$ cat src/rtl/pwm_pkg.sv
// pwm_pkg: shared index-width helper, period length and stagger mode encodings for pwm_multi
package pwm_pkg;
  localparam int STAG_EDGE = 0;
  localparam int STAG_PHASE = 1;
  function automatic int idx_w(input int n);
    return n <= 1 ? 1 : $clog2(n);
  endfunction
  function automatic int period_len(input int w);
    return (1 << w) - 1;
  endfunction
endpackage

$ cat src/rtl/pwm_timebase.sv
// pwm_timebase: prescaler, period counter, wrap strobe and registered period_end pulse
module pwm_timebase import pwm_pkg::*; #(
  parameter int WIDTH = 8,
  parameter int PRESCALE = 1
) (
  input  logic clk,
  input  logic rst,
  input  logic en,
  output logic [WIDTH-1:0] cnt,
  output logic wrap,
  output logic period_end
);
  localparam int PW = idx_w(PRESCALE);
  localparam logic [PW-1:0] PRE_LAST = PW'(PRESCALE - 1);
  localparam logic [WIDTH-1:0] CNT_LAST = WIDTH'(period_len(WIDTH) - 1);
  logic [PW-1:0] pre_q, pre_d;
  logic [WIDTH-1:0] cnt_q, cnt_d;
  logic tick, period_end_q;
  always_comb begin
    tick = en && pre_q == PRE_LAST;
    wrap = tick && cnt_q == CNT_LAST;
    pre_d = !en || tick ? '0 : pre_q + 1'b1;
    cnt_d = !en || wrap ? '0 : cnt_q + WIDTH'(tick);
  end
  always_ff @(posedge clk) begin
    if (rst) begin
      pre_q <= '0;
      cnt_q <= '0;
      period_end_q <= 1'b0;
    end else begin
      pre_q <= pre_d;
      cnt_q <= cnt_d;
      period_end_q <= wrap;
    end
  end
  assign cnt = cnt_q;
  assign period_end = period_end_q;
endmodule

$ cat src/rtl/pwm_multi.sv
// pwm_multi: multi-channel PWM with shadowed duty registers, optional phase stagger and write error flag
module pwm_multi import pwm_pkg::*; #(
  parameter int CHANNELS = 5,
  parameter int WIDTH = 8,
  parameter int PRESCALE = 1,
  parameter int STAGGER = 0
) (
  input  logic clk,
  input  logic rst,
  input  logic en,
  input  logic [CHANNELS-1:0] ch_en,
  input  logic wr_valid,
  output logic wr_ready,
  input  logic [idx_w(CHANNELS)-1:0] wr_ch,
  input  logic [WIDTH-1:0] wr_duty,
  output logic [CHANNELS-1:0] out,
  output logic period_end,
  output logic wr_err
);
  localparam int CW = idx_w(CHANNELS);
  localparam int PER = period_len(WIDTH);
  localparam int STEP = PER / CHANNELS;
  logic [WIDTH-1:0] cnt;
  logic wrap, wr_acc, wr_in, wr_err_q, wr_err_d;
  logic [CHANNELS-1:0] out_q, out_d;
  pwm_timebase #(.WIDTH(WIDTH), .PRESCALE(PRESCALE)) u_timebase (
    .clk(clk),
    .rst(rst),
    .en(en),
    .cnt(cnt),
    .wrap(wrap),
    .period_end(period_end)
  );
  always_comb begin
    wr_ready = !rst;
    wr_acc = wr_valid && wr_ready;
    wr_in = {1'b0, wr_ch} < (CW + 1)'(CHANNELS);
    wr_err_d = wr_acc && !wr_in;
  end
  for (genvar i = 0; i < CHANNELS; i++) begin : g_ch
    localparam logic [WIDTH:0] OFF = (WIDTH + 1)'(STAGGER == STAG_PHASE ? i * STEP : 0);
    localparam logic [WIDTH:0] PER_W = (WIDTH + 1)'(PER);
    logic [WIDTH-1:0] shadow_q, shadow_d, active_q, active_d, phase;
    logic [WIDTH:0] sum;
    always_comb begin
      shadow_d = wr_acc && wr_in && wr_ch == CW'(i) ? wr_duty : shadow_q;
      active_d = !en || wrap ? shadow_d : active_q;
      sum = {1'b0, cnt} + OFF;
      phase = WIDTH'(sum >= PER_W ? sum - PER_W : sum);
    end
    always_ff @(posedge clk) begin
      if (rst) begin
        shadow_q <= '0;
        active_q <= '0;
      end else begin
        shadow_q <= shadow_d;
        active_q <= active_d;
      end
    end
    assign out_d[i] = en && ch_en[i] && phase < active_q;
  end
  always_ff @(posedge clk) begin
    if (rst) begin
      out_q <= '0;
      wr_err_q <= 1'b0;
    end else begin
      out_q <= out_d;
      wr_err_q <= wr_err_d;
    end
  end
  assign out = out_q;
  assign wr_err = wr_err_q;
endmodule

$ cat config.mk
export PLATFORM = sky130hd
export DESIGN_NAME = pwm_multi
export DESIGN_NICKNAME = d
export VERILOG_FILES = /design/src/rtl/pwm_pkg.sv /design/src/rtl/pwm_timebase.sv /design/src/rtl/pwm_multi.sv
export SDC_FILE = /design/constraint.sdc
export NUM_CORES = 1
export LEC_CHECK = 0
export BUFFER_PORTS_ARGS = -buffer_cell sky130_fd_sc_hd__buf_2
export CAP_MARGIN = 20
export CELL_PAD_IN_SITES_DETAIL_PLACEMENT = 0
export CELL_PAD_IN_SITES_GLOBAL_PLACEMENT = 2
export CORE_MARGIN = 2
export CORE_UTILIZATION = 38
export CTS_CLUSTER_SIZE = 30
export DETAILED_ROUTE_END_ITERATION = 6
export GPL_TIMING_DRIVEN = 0
export PLACE_DENSITY = 0.81
export SYNTH_ARGS = -nofsm -noshare
export SYNTH_HDL_FRONTEND = slang
export SYNTH_SLANG_ARGS = --single-unit
$ cat constraint.sdc
create_clock -name clk -period 2.35 [get_ports clk]
set_input_delay 0.47 -clock clk [delete_from_list [all_inputs] [get_ports clk]]
set_output_delay 0.47 -clock clk [all_outputs]
set_load 0.01 [all_outputs]
==> run metrics <==
Synth area leaders=dfxtp_1 (44%), ha_1 (11%), mux2i_1 (9.1%); CP Buf/Inv Count=0; cell with the most instances after synthesis=nor2_1; Yosys Warn Count=0; Psw=820.4 µW; sequential share of power=49.2%; CTS clk-pin slew, worst paths=0.06 ns; Fin Setup TNS=0 ns; EDFF count, synth=0; CTS tree=yes; post-layout min period=2.260 ns; PD cells=674.9 nW/µm²; CP max stage cell=nor2b_1; num ports=28; area grow syn2layout=16.76%; worst slew pin tran=1.047 ns; GRT Util Overall=18.16%; Crit path max-delay family=simple AND/OR/NAND/NOR gates; largest net degree at the start of global routing=16; sequential area share after synthesis=43.85%; relative slew slack=29.48%; switch share=23.75%; kind of critical path=flop to flop; synth cell count leaders=nor2_1 (98), dfxtp_1 (96), inv_1 (44); CP Cell Sequence=ha_1 > nand4_1 > nor2_4 > nor2b_1 > ha_1 > a21oi_1 > o221ai_1 > a21oi_1; Core Footprint=11320 µm²; endpoints failing hold=0; TritonCTS buffer count=9; Pwr Total=3.454 mW; Worst EP arrival=2.52 ns; worst skew pair latency=0.35 ns; Final setup viols=0; worst hold slack=0.3667 ns; clk root buf=clkbuf_16; combinational share of power=8.1%; dpl ws=-0.4231 ns; CTS Hold Bufs=0; Avg Synthesized Cell Area=9.446 µm²; DR WL/cell=16.19 µm; share of post-route cells with drive strength above 1=16.63%; number of diodes=0; Post-synth ARST share=0%; maximum root-to-sink buffer count=2; f_max=442.5 MHz; outcome=completed; IO buf count=27; crit end category=flop; gr ovfl total=0; DR vias=3290; 1st-iter DRT viols=171; worst setup margin=0.09006 ns; peak supply drop=0.4631 mV; CP Launch Type=flop; fin. max-slew vios=0; area of the die=12410 µm²; Mapped Nets=523; initial core utilization=38.72%; Die X=111.4 µm; Mapped Cells=464; dominant register cell in the synthesized netlist=dfxtp_1; clock share of power=42.8%; vias in the first global route=3299; Placer Congestion=0.8007; unrepaired setup endpoints after global routing=yes; Clock Skew=0.005052 ns; # DRC=0; die height=111.4 µm; Lkg Pwr=2.316 nW; post-synthesis cell type count=32; post-DR vias/cell=5.031; layout net count=565; cell area after synthesis=4383 µm²; Internal Power=2.633 mW; Critical Path RT=2.61 ns; first-pass GRT wire length=17.33 mm; H-tree levels=3; max cap viols=0; crit-path max FO=6; Final ANT Viol Nets=0; Final HPWL DP=7.587 mm; #FFs+latches synth=96; initial antenna violation count=0; Rows=39; drt pass-1 iters=4; TritonCTS Sinks=96; Worst Hold Class=input port to flop; final WL=10.59 mm; Period Utilization, post-route=96.17%; crit-path max cell delay=0.55 ns; Yosys top cell by area=dfxtp_1; Synth top area share=43.85%
layer usage:
metal | track usage [%] | share of wire (%) | wire length [µm] | vias to the layer above
li1 | - | - | - | 1683
met1 | 24.17 | 48 | 5130 | 1547
met2 | 28.29 | 46 | 4832 | 43
met3 | 3.919 | 2.9 | 310 | 17
met4 | 8.477 | 3.0 | 315 | 0
met5 | 0 | 0 | 0 | -
registers in the layout (all words and copies together), names as in the netlist:
name,flops
g_ch.active_q,40
g_ch.shadow_q,40
u_timebase.cnt,8
out,5
u_timebase.period_end,1
u_timebase.pre_q,1
wr_err,1
layout make-up:
class	instances	area (µm²)
fillers	1113	6203
multi-input cells	304	2283
flip-flops and latches	96	1929
clock buffers	11	242.7
well taps	143	178.9
repair buffers	31	165.2
inverters	44	165.2
plain buffers	20	96.34
clock inverters	5	56.30
stage by stage:
| step | std cells | util, % | cell area [µm²] |
|---|---|---|---|
| 3_5_place_dp | 634 | 41.49 | 4697 |
| 6_report | 654 | 45.20 | 5117 |
| 3_3_place_gp | 634 | 41.49 | 4697 |
| 5_1_grt | 654 | 45.20 | 5117 |
| 4_1_cts | 651 | 44.45 | 5032 |
| 2_1_floorplan | 464 | - | 4383 |
layout by cell type (no fill, tap or decap), types with 7 or more instances in the layout:
master / count
nor2_1: 97
dfxtp_1: 94
inv_1: 44
mux2i_1: 40
ha_1: 36
buf_2: 35
a211oi_1: 29
nand3_1: 14
a21oi_1: 13
a211oi_2: 11
clkbuf_1: 10
clkbuf_16: 9
buf_4: 7
worst paths after layout:
path                             startpoint                        endpoint  cells past startpoint  slack (ns)
max            u_timebase.cnt[0]$_SDFF_PP0_               out[4]$_SDFF_PP0_                      8        0.09
min                                wr_ch[2]               wr_err$_SDFF_PP0_                      3        0.37
max reg2reg    u_timebase.cnt[0]$_SDFF_PP0_               out[4]$_SDFF_PP0_                      8        0.09
min reg2reg  g_ch[2].shadow_q[4]$_SDFF_PP0_  g_ch[2].shadow_q[4]$_SDFF_PP0_                      2        0.49
worst min-delay path: cells and delay by family:
kind | cells | cell delay [ns]
and+or+nand+nor | 2 | 0.08
buffers and inverters | 1 | 0.12
logic make-up after synthesis:
family	synth area share, %
flops	43.85
other cells	0.08556
compound gates	13.39
simple gates	15.24
mux	9.135
fa+ha+maj	11.13
buf+inv	5.966
xor+xnor	1.199
power by group through the flow:
stage	clock, mW	combinational (mW)	sequential, mW
2_1_floorplan	0	0.181	1.73
3_3_place_gp	0	0.273	1.74
3_5_place_dp	0	0.274	1.74
4_1_cts	1.51	0.277	1.70
5_1_grt	1.58	0.315	1.70
6_report	1.48	0.279	1.70
timing repair:
| item | in CTS | in global routing |
|---|---|---|
| endpoints found under the setup margin | 5 | 5 |
| resized for setup | 11 | 10 |
| setup buffers | 1 | 3 |
| cloned | 0 | 0 |
| pin swaps | 1 | 2 |
No activity file was read; power rests on OpenSTA's default activity.
